[config.mk]
export PLATFORM = sky130hd
export DESIGN_NAME = video_pattern_gen
export DESIGN_NICKNAME = d
export VERILOG_FILES = /design/src/rtl/video_timing_pkg.sv /design/src/rtl/video_pattern_lut.sv /design/src/rtl/video_pattern_gen.sv
export SDC_FILE = /design/constraint.sdc
export NUM_CORES = 1
export LEC_CHECK = 0
export ABC_AREA = 1
export CORE_UTILIZATION = 40
export DETAILED_ROUTE_END_ITERATION = 8
export PLACE_DENSITY = 0.66
export SYNTH_ARGS = -nofsm -noshare
export SYNTH_HDL_FRONTEND = slang
export SYNTH_SLANG_ARGS = --single-unit
[constraint.sdc]
create_clock -name vid_clk -period 1.4 [get_ports vid_clk]
set_input_delay 0.28 -clock vid_clk [delete_from_list [all_inputs] [get_ports vid_clk]]
set_output_delay 0.28 -clock vid_clk [all_outputs]
set_load 0.05 [all_outputs]
[src/rtl/video_timing_pkg.sv]
`default_nettype none
// ============================================================================
// Package  : video_timing_pkg
// Desc     : Default 640x480@60 raster timing, test-pattern select encoding,
//            raster phase type and the colour-bar lookup table.
// Revision : 1.0 - initial release
// ============================================================================
package video_timing_pkg;

    // Default 640x480@60 timing (800x525 total)
    localparam int DEF_H_ACTIVE = 640;
    localparam int DEF_H_FP     = 16;
    localparam int DEF_H_SYNC   = 96;
    localparam int DEF_H_BP     = 48;
    localparam int DEF_V_ACTIVE = 480;
    localparam int DEF_V_FP     = 10;
    localparam int DEF_V_SYNC   = 2;
    localparam int DEF_V_BP     = 33;

    // pat_sel encoding
    localparam logic [1:0] PAT_BARS  = 2'd0;
    localparam logic [1:0] PAT_GRAD  = 2'd1;
    localparam logic [1:0] PAT_CHECK = 2'd2;
    localparam logic [1:0] PAT_FRAME = 2'd3;

    // Raster phase, shared by the horizontal and vertical sequencers
    typedef enum logic [1:0] {
        PH_ACTIVE = 2'd0,
        PH_FP     = 2'd1,
        PH_SYNC   = 2'd2,
        PH_BP     = 2'd3
    } phase_e;

    // Colour bars as {r,g,b} on/off bits, element 0 is the leftmost bar:
    // white, yellow, cyan, green, magenta, red, blue, black
    localparam logic [7:0][2:0] BAR_RGB = {
        3'b000, 3'b001, 3'b100, 3'b101,
        3'b010, 3'b011, 3'b110, 3'b111
    };

endpackage
`default_nettype wire

[src/rtl/video_pattern_lut.sv]
`default_nettype none
// ============================================================================
// Module   : video_pattern_lut
// Desc     : Combinational map of (pattern, x, y, frame count) to RGB.
//            Blanking is applied by the caller.
// Revision : 1.0 - initial release
// ============================================================================
module video_pattern_lut
    import video_timing_pkg::*;
#(
    parameter int CW       = 8,
    parameter int CNTW     = 12,
    parameter int H_ACTIVE = DEF_H_ACTIVE
)(
    input  logic [1:0]      i_pat,
    input  logic [CNTW-1:0] i_x,
    input  logic [CNTW-1:0] i_y,
    input  logic [CW-1:0]   i_frame_cnt,
    output logic [CW-1:0]   o_r,
    output logic [CW-1:0]   o_g,
    output logic [CW-1:0]   o_b
);

    localparam logic [CNTW-1:0] c_bar_w = CNTW'(H_ACTIVE / 8);

    logic [CNTW-1:0] w_bar_full;
    logic [2:0]      w_bar_idx;
    logic [2:0]      w_bar_rgb;
    logic            w_check;
    logic            w_unused_bits;

    // Bar index is only meaningful inside the active width (0..7)
    assign w_bar_full    = i_x / c_bar_w;
    assign w_bar_idx     = w_bar_full[2:0];
    assign w_bar_rgb     = BAR_RGB[w_bar_idx];
    assign w_check       = i_x[5] ^ i_y[5];
    assign w_unused_bits = ^{w_bar_full[CNTW-1:3], i_y[CNTW-1:6], i_y[4:0]};

    // Pattern select
    always_comb begin
        o_r = '0;
        o_g = '0;
        o_b = '0;
        case (i_pat)
            PAT_BARS: begin
                o_r = {CW{w_bar_rgb[2]}};
                o_g = {CW{w_bar_rgb[1]}};
                o_b = {CW{w_bar_rgb[0]}};
            end
            PAT_GRAD: begin
                o_r = i_x[CW-1:0];
                o_g = i_x[CW-1:0];
                o_b = i_x[CW-1:0];
            end
            PAT_CHECK: begin
                o_r = {CW{w_check}};
                o_g = {CW{w_check}};
                o_b = {CW{w_check}};
            end
            PAT_FRAME: begin
                o_r = i_frame_cnt;
                o_g = ~i_frame_cnt;
            end
            default: begin
                o_r = '0;
            end
        endcase
    end

endmodule
`default_nettype wire

[src/rtl/video_pattern_gen.sv]
`default_nettype none
// ============================================================================
// Module   : video_pattern_gen
// Desc     : Raster timing generator with h/v sync, active qualifier and a
//            selectable RGB test pattern. Outputs are registered and lag the
//            raster counters by one enabled cycle.
// Options  : VIDEO_PATTERN_GEN_TESTPAT_EN - when defined the pattern path,
//            pattern latch and frame counter are built; otherwise RGB is 0.
// Revision : 1.0 - initial release
// ============================================================================
module video_pattern_gen
    import video_timing_pkg::*;
#(
    parameter int   CW       = 8,
    parameter int   CNTW     = 12,
    parameter int   H_ACTIVE = DEF_H_ACTIVE,
    parameter int   H_FP     = DEF_H_FP,
    parameter int   H_SYNC   = DEF_H_SYNC,
    parameter int   H_BP     = DEF_H_BP,
    parameter int   V_ACTIVE = DEF_V_ACTIVE,
    parameter int   V_FP     = DEF_V_FP,
    parameter int   V_SYNC   = DEF_V_SYNC,
    parameter int   V_BP     = DEF_V_BP,
    parameter logic SYNC_POL = 1'b0
)(
    input  logic            vid_clk,
    input  logic            vid_rst_n,
    input  logic            vid_clk_en,
    input  logic [1:0]      pat_sel,
    output logic            vid_active,
    output logic            vid_hsync,
    output logic            vid_vsync,
    output logic            vid_frame_start,
    output logic [CNTW-1:0] vid_x,
    output logic [CNTW-1:0] vid_y,
    output logic [CW-1:0]   vid_r,
    output logic [CW-1:0]   vid_g,
    output logic [CW-1:0]   vid_b
);

    // Last count value of each phase
    localparam logic [CNTW-1:0] c_h_act_last  = CNTW'(H_ACTIVE - 1);
    localparam logic [CNTW-1:0] c_h_fp_last   = CNTW'(H_ACTIVE + H_FP - 1);
    localparam logic [CNTW-1:0] c_h_sync_last = CNTW'(H_ACTIVE + H_FP + H_SYNC - 1);
    localparam logic [CNTW-1:0] c_h_last      = CNTW'(H_ACTIVE + H_FP + H_SYNC + H_BP - 1);
    localparam logic [CNTW-1:0] c_v_act_last  = CNTW'(V_ACTIVE - 1);
    localparam logic [CNTW-1:0] c_v_fp_last   = CNTW'(V_ACTIVE + V_FP - 1);
    localparam logic [CNTW-1:0] c_v_sync_last = CNTW'(V_ACTIVE + V_FP + V_SYNC - 1);
    localparam logic [CNTW-1:0] c_v_last      = CNTW'(V_ACTIVE + V_FP + V_SYNC + V_BP - 1);

    logic [CNTW-1:0] r_h_cnt_q, w_h_cnt_d;
    logic [CNTW-1:0] r_v_cnt_q, w_v_cnt_d;
    phase_e          r_h_phase_q, w_h_phase_d;
    phase_e          r_v_phase_q, w_v_phase_d;
    logic            w_h_wrap, w_v_wrap, w_origin;

    logic            r_active_q, w_active_d;
    logic            r_hsync_q, w_hsync_d;
    logic            r_vsync_q, w_vsync_d;
    logic            r_fs_q, w_fs_d;
    logic [CW-1:0]   r_r_q, w_r_d;
    logic [CW-1:0]   r_g_q, w_g_d;
    logic [CW-1:0]   r_b_q, w_b_d;
    logic [CNTW-1:0] r_x_q, r_y_q;
    logic [CW-1:0]   w_pix_r, w_pix_g, w_pix_b;

    assign w_origin = (r_h_cnt_q == '0) && (r_v_cnt_q == '0);

    // Next raster position: v advances on h wrap, both return to 0 at frame end
    always_comb begin
        w_h_wrap  = (r_h_cnt_q == c_h_last);
        w_v_wrap  = (r_v_cnt_q == c_v_last);
        w_h_cnt_d = w_h_wrap ? '0 : r_h_cnt_q + CNTW'(1);
        w_v_cnt_d = r_v_cnt_q;
        if (w_h_wrap) begin
            w_v_cnt_d = w_v_wrap ? '0 : r_v_cnt_q + CNTW'(1);
        end
    end

    // Horizontal phase sequencer: phase tracks the current h_cnt
    always_comb begin
        w_h_phase_d = r_h_phase_q;
        case (r_h_phase_q)
            PH_ACTIVE: if (r_h_cnt_q == c_h_act_last)  w_h_phase_d = PH_FP;
            PH_FP:     if (r_h_cnt_q == c_h_fp_last)   w_h_phase_d = PH_SYNC;
            PH_SYNC:   if (r_h_cnt_q == c_h_sync_last) w_h_phase_d = PH_BP;
            PH_BP:     if (r_h_cnt_q == c_h_last)      w_h_phase_d = PH_ACTIVE;
            default:                                   w_h_phase_d = PH_ACTIVE;
        endcase
    end

    // Vertical phase sequencer: same ordering, stepped once per line
    always_comb begin
        w_v_phase_d = r_v_phase_q;
        if (w_h_wrap) begin
            case (r_v_phase_q)
                PH_ACTIVE: if (r_v_cnt_q == c_v_act_last)  w_v_phase_d = PH_FP;
                PH_FP:     if (r_v_cnt_q == c_v_fp_last)   w_v_phase_d = PH_SYNC;
                PH_SYNC:   if (r_v_cnt_q == c_v_sync_last) w_v_phase_d = PH_BP;
                PH_BP:     if (r_v_cnt_q == c_v_last)      w_v_phase_d = PH_ACTIVE;
                default:                                   w_v_phase_d = PH_ACTIVE;
            endcase
        end
    end

`ifdef VIDEO_PATTERN_GEN_TESTPAT_EN
    logic [1:0]    r_pat_q, w_pat_d, w_pat_eff;
    logic [CW-1:0] r_frame_cnt_q, w_frame_cnt_d;

    // Pattern is sampled at the frame origin; pixel (0,0) already uses the new one
    always_comb begin
        w_pat_eff     = w_origin ? pat_sel : r_pat_q;
        w_pat_d       = w_pat_eff;
        w_frame_cnt_d = (w_h_wrap && w_v_wrap) ? r_frame_cnt_q + CW'(1) : r_frame_cnt_q;
    end

    // Pattern latch and frame counter
    always_ff @(posedge vid_clk) begin
        if (!vid_rst_n) begin
            r_pat_q       <= PAT_BARS;
            r_frame_cnt_q <= '0;
        end else if (vid_clk_en) begin
            r_pat_q       <= w_pat_d;
            r_frame_cnt_q <= w_frame_cnt_d;
        end
    end

    video_pattern_lut #(
        .CW       (CW),
        .CNTW     (CNTW),
        .H_ACTIVE (H_ACTIVE)
    ) u_lut (
        .i_pat       (w_pat_eff),
        .i_x         (r_h_cnt_q),
        .i_y         (r_v_cnt_q),
        .i_frame_cnt (r_frame_cnt_q),
        .o_r         (w_pix_r),
        .o_g         (w_pix_g),
        .o_b         (w_pix_b)
    );
`else
    logic w_unused_pat_sel;

    assign w_unused_pat_sel = ^pat_sel;
    assign w_pix_r          = '0;
    assign w_pix_g          = '0;
    assign w_pix_b          = '0;
`endif

    // Output values for the current raster position, blanked outside active
    always_comb begin
        w_active_d = (r_h_phase_q == PH_ACTIVE) && (r_v_phase_q == PH_ACTIVE);
        w_hsync_d  = (r_h_phase_q == PH_SYNC) ? SYNC_POL : ~SYNC_POL;
        w_vsync_d  = (r_v_phase_q == PH_SYNC) ? SYNC_POL : ~SYNC_POL;
        w_fs_d     = w_origin;
        w_r_d      = w_active_d ? w_pix_r : '0;
        w_g_d      = w_active_d ? w_pix_g : '0;
        w_b_d      = w_active_d ? w_pix_b : '0;
    end

    // Counters, phases and output registers; reset wins over the pixel enable
    always_ff @(posedge vid_clk) begin
        if (!vid_rst_n) begin
            r_h_cnt_q   <= '0;
            r_v_cnt_q   <= '0;
            r_h_phase_q <= PH_ACTIVE;
            r_v_phase_q <= PH_ACTIVE;
            r_active_q  <= 1'b0;
            r_hsync_q   <= ~SYNC_POL;
            r_vsync_q   <= ~SYNC_POL;
            r_fs_q      <= 1'b0;
            r_x_q       <= '0;
            r_y_q       <= '0;
            r_r_q       <= '0;
            r_g_q       <= '0;
            r_b_q       <= '0;
        end else if (vid_clk_en) begin
            r_h_cnt_q   <= w_h_cnt_d;
            r_v_cnt_q   <= w_v_cnt_d;
            r_h_phase_q <= w_h_phase_d;
            r_v_phase_q <= w_v_phase_d;
            r_active_q  <= w_active_d;
            r_hsync_q   <= w_hsync_d;
            r_vsync_q   <= w_vsync_d;
            r_fs_q      <= w_fs_d;
            r_x_q       <= r_h_cnt_q;
            r_y_q       <= r_v_cnt_q;
            r_r_q       <= w_r_d;
            r_g_q       <= w_g_d;
            r_b_q       <= w_b_d;
        end
    end

    assign vid_active      = r_active_q;
    assign vid_hsync       = r_hsync_q;
    assign vid_vsync       = r_vsync_q;
    assign vid_frame_start = r_fs_q;
    assign vid_x           = r_x_q;
    assign vid_y           = r_y_q;
    assign vid_r           = r_r_q;
    assign vid_g           = r_g_q;
    assign vid_b           = r_b_q;

endmodule
`default_nettype wire
After elaboration in Yosys (flattened, before gate mapping). Index checks and enable logic that the tools add are counted.

Reductions and logical operators: 9. Equal/unequal tests: 22. Add/sub/neg operators: 2. Mux-type cells: 14.

Operators with widths (count): $eq A12 B10 Y1 const B (5); $eq A12 B9 Y1 const B (3); $add A12 B1 Y12 const B (2); $logic_not A12 Y1 (2); $mux W12 (2); $mux W2 (8); $ne A2 B2 Y1 const B (8); $pmux W2 S4 (2); $eq A2 B2 Y1 const B (4); $reduce_and A6 Y1 (1); $reduce_and A5 Y1 (1); $eq A2 B1 Y1 const B (2); $logic_not A2 Y1 (2); $logic_and A1 B1 Y1 (2); $mux W1 (2); $reduce_and A2 Y1 (1).

Input bits: 5. Logic and storage cells: 57. Output and inout port bits: 52. Bits in registers: 56.

Logic depth before layout (Yosys ltp).
Word-level depth: 3. Depth in mapped cells: 11. Mapped depth without buffers: 11.

Least setup slack after synthesis. No wires, ideal clock.

Path kind: register to register. Start: register r_v_cnt_q[0]. End: register r_v_phase_q[0]. Arrival time: 1.345 ns. Path buffers: 0. Required time: 1.287 ns. Slack: -0.058 ns. Clock period less this slack: 1.458 ns. Cell stages (with the launch flop): 12. Cell sequence: dfxtp_1 inv_1 ha_1 nand3_1 nor2_2 nand2_2 nand2_1 nand3_2 nor2_4 nand2_1 nand2_1 nor2_1.

Word-level cells in the longest chain between the ends: 3. Elaborated cells between the ends (all ways): 9. Classes of those cells: eq/ne (8); reduce/logical (1).

RTL lines: start: declaration (RTL line video_pattern_gen.sv:52) `logic [CNTW-1:0] r_v_cnt_q, w_v_cnt_d;`; start signal: assignment (RTL line video_pattern_gen.sv:179) `r_v_cnt_q <= w_v_cnt_d;`; $eq A12 B9 Y1 (tied with other cells) (RTL line video_pattern_gen.sv:99) `PH_SYNC: if (r_v_cnt_q == c_v_sync_last) w_v_phase_d = PH_BP;`; $ne A2 B2 Y1 (no line); $reduce_and A6 Y1 (no line) *; end signal: assignment (RTL line video_pattern_gen.sv:181) `r_v_phase_q <= w_v_phase_d;`; end: declaration (RTL line video_pattern_gen.sv:54) `phase_e r_v_phase_q, w_v_phase_d;`.

Every way passes the cells marked *; elsewhere a longest branch is shown, timed or not. A chain may end at the register's enable or synchronous reset.

Worst setup path after layout.
Start: register r_h_cnt_q[1]. End: register r_h_phase_q[0].

Word-level cells in the longest chain between the ends: 3. Elaborated cells between the ends (all ways): 9. Classes of those cells: eq/ne (8); reduce/logical (1).

RTL lines: start: declaration (RTL line video_pattern_gen.sv:51) `logic [CNTW-1:0] r_h_cnt_q, w_h_cnt_d;`; start signal: assignment (RTL line video_pattern_gen.sv:178) `r_h_cnt_q <= w_h_cnt_d;`; $eq A12 B10 Y1, on equally long branches; $ne A2 B2 Y1 (no line); $reduce_and A5 Y1 (no line) *; end signal: assignment (RTL line video_pattern_gen.sv:180) `r_h_phase_q <= w_h_phase_d;`; end: declaration (RTL line video_pattern_gen.sv:53) `phase_e r_h_phase_q, w_h_phase_d;`.

Marks and branches as above.

==> metrics.md <==
| Metric | Value |
|---|---|
| Distinct cells, synth | 36 |
| GRT overflow | 0 |
| Hold buffers post-CTS | 0 |
| RSZ-0062 raised after global routing | true |
| Placed wire-length estimate | 5850 um |
| Sequential cell area fraction in the yosys report | 0.366 |
| Die area | approximately 8000 um^2 |
| Total core area | about 7300 um^2 |
| Num CTS Buffers | 5 |
| Synth area leader | dfxtp_1 |
| Largest cells by area after synthesis | dfxtp_1 37%, nand2_1 7.8%, a21oi_1 6.7%, buf_4 5.9%, ha_1 5.7% |
| Final Instance Area | 4650 um^2 |
| DR pass1 iterations | 4 |
| Vias per cell | 4.86 |
| Asr flop ratio synth | 0 |
| Mean instance size in the synthesized netlist | about 7.4 um^2 |
| Vias in the first global route | 2,932 |
| Leak | between 1.5 and 2 nW |
| Maximum VDD drop | roughly 0.49 mV |
| Ys Warns | 0 |
| Syn-to-layout area delta | 51.9% |
| Slowest stage delay, CP | roughly 370 ps |
| Global-route wire length before repair | 13,300 um |
| Setup violators final | 17 |
| Area share of the largest cell type after synthesis | 0.366 |
| Startpoint Class | flop |
| Final wirelength | 8440 um |
| Fmax | slightly below 700 MHz |
| Yosys reg bits | between 50 and 60 |
| Setup_tns | -653 ps |
| Most used DFF post-synth | dfxtp_1 |
| Post-Syn Area | between 3000 and 4000 um^2 |
| Synth top cells by count | 64 x nand2_1, 56 x dfxtp_1, 45 x nor2_1 |
| Residual DRC | 0 |
| Sink Count | 56 |
| Violated checks | negative setup slack |
| Most frequent cell after synthesis | nand2_1 |
| Max Root-Sink Buffers | 2 |
| Starting Density | 0.418 |
| Final ANT Viol Nets | 0 |
| Area after DPL | 4160 um^2 |
| Total GRT Usage | 0.222 |
| Final #Nets | 540 |
| Tmin final | 1480 ps |
| Num ports | 57 |
| Final hold vios | 0 |
| Fin util | 0.635 |
| Diode count | 0 |
| Hold Crit Class | input pin to flop |
| Die H | 89.5 um |
| Clock skew | roughly 13 ps |
| Antenna violations before repair | 0 |
| Fin crit share | 1.06 |
| CP endpoint kind | flop |
| GPL Wtd Cong | between 0.8 and 0.9 |
| CP max stage cell | dfxtp_2 |
| DIE WIDTH | slightly below 90 um |
| TritonCTS clock tree | done |
| Max-slew violation count | 0 |
| Worst EP arrival | roughly 1700 ps |
| WS Path Type | flop to flop |
| Clock root buffer | clkbuf_8 |
| CP Buf/Inv Count | 2 |
| Design Power | between 3 and 4 mW |
| Crit-path max FO | 6 |
| Status | finished with violations |
| Setup WS post-layout | -79.9 ps |
| Initial DRC Count | 100 |
| Routed via count | 3,021 |
| Synth Instances | around 400 |
| Num rows | 31 |
| Worst endpoint required time | approximately 1600 ps |
| I/O Buffers | 30 |
| Worst-path cell chain | ha_4 -> nand3_4 -> clkinv_4 -> buf_6 -> nand2_4 -> o21ai_2 -> nand2_2 -> nor2_4 -> nand2_1 -> nand2_1 -> nor2_1 |
| DR WL/cell | approximately 14 um |
| PwrDens | around 740 nW/um^2 |
| Max Cap Viol | 0 |
| Most common cell on crit path | nand2_1 |
| Largest net degree at the start of global routing | 35 |
| Ratio of cells with drive above 1 in the final layout | 0.404 |
| Post-synth EDFFs | 0 |
| Cell class contributing the biggest share of worst-path delay | simple AND/OR/NAND/NOR gates |
| Clock transition at path regs | approximately 110 ps |
| H-tree levels | 2 |
| Skew-Pair Late Insertion Delay | about 330 ps |
## worst reg2reg max path: cells and delay by family, from the launching register on
family | cells | cell delay [ps]
and+or+nand+nor | 7 | 520
adders and majority gates | 1 | 150
AOI/OAI and AO/OA | 1 | 150
DFF | 1 | 370
buffers and inverters | 2 | 200
## sequential cells by signal, indices dropped and copies added (netlist names)
| register | count |
|---|---|
| vid_x | 12 |
| vid_vsync | 1 |
| vid_hsync | 1 |
| r_h_phase_q | 2 |
| r_v_cnt_q | 12 |
| vid_frame_start | 1 |
| vid_active | 1 |
| r_h_cnt_q | 12 |
| r_v_phase_q | 2 |
| vid_y | 12 |
## path summary, 6_finish.rpt
path | slack, ps | depth (start not counted) | endpoint | from
min reg2reg | 500 | 2 | r_v_cnt_q[11] | r_v_cnt_q[11]
min | 440 | 3 | r_v_cnt_q[0] | vid_clk_en
max reg2reg | -80 | 11 | r_h_phase_q[0] | r_h_cnt_q[1]
max | -80 | 11 | r_h_phase_q[0] | r_h_cnt_q[1]
## report_power, final
group | switching (mW) | internal [mW] | total [mW]
Clock | 0.558 | 0.530 | 1.09
Sequential | 0.0480 | 1.64 | 1.68
Combinational | 0.419 | 0.230 | 0.650
## area by class of cell
class                           count  area (um^2)
Clock buffer                        5         68.8
Clock inverter                      3         42.5
Fill cell                         606         2680
Inverter                           42          173
Multi-Input combinational cell    302         1840
Sequential cell                    56         1140
Tap cell                           99          124
Timing Repair Buffer              114         1260
## layer usage
layer | GRT usage | vias to the layer above | share of wire
li1 | - | 1533 | -
met1 | 0.257 | 1416 | 0.43
met2 | 0.406 | 55 | 0.52
met3 | 0.0342 | 17 | 0.027
met4 | 0.0924 | 0 | 0.024
met5 | 0 | - | 0
## through the flow
step	worst slack, ps	hold WS [ps]	instances
3_3_place_gp	-102	468	595
4_1_cts	-61.3	412	615
3_5_place_dp	-140	481	595
6_report	-79.9	444	621
5_1_grt	-175	456	621
2_1_floorplan	4.89	420	434
## logic make-up (layout without fill, tap and decap cells)
logic type | after synthesis | count (layout) | share of synthesized area
buffers and inverters | 77 | 164 | 0.126
AO/OA/AOI/OAI | 84 | 84 | 0.149
adder cells (fa/ha/maj) | 14 | 14 | 0.0572
flip-flops | 56 | 56 | 0.366
AND/OR/NAND/NOR | 175 | 176 | 0.289
XOR/XNOR | 4 | 4 | 0.0114
other | 1 | 24 | 0.00122
## what timing repair did
action,4_1_cts,5_1_grt
pin swaps,20,25
setup endpoints to repair,24,26
buffers inserted,12,6
gates resized for setup,31,44
gates cloned,1,0
## cells in the final DEF (no fill, tap or decap), types with 5 or more instances in the layout
master and instances:
conb_1 24, o21ai_0 26, buf_4 74, nand2_2 10, inv_1 26, buf_12 30, nand2_1 54, inv_2 11
nand2_4 5, nor2_1 35, dfxtp_2 10, nand3_1 18, nor3_1 8, buf_6 8, clkbuf_8 5, nand4_1 7
nor2_4 8, dfxtp_1 44, ha_1 10, a21oi_1 38, nor2_2 15
Note: power is estimated with default switching activity, not from simulation.
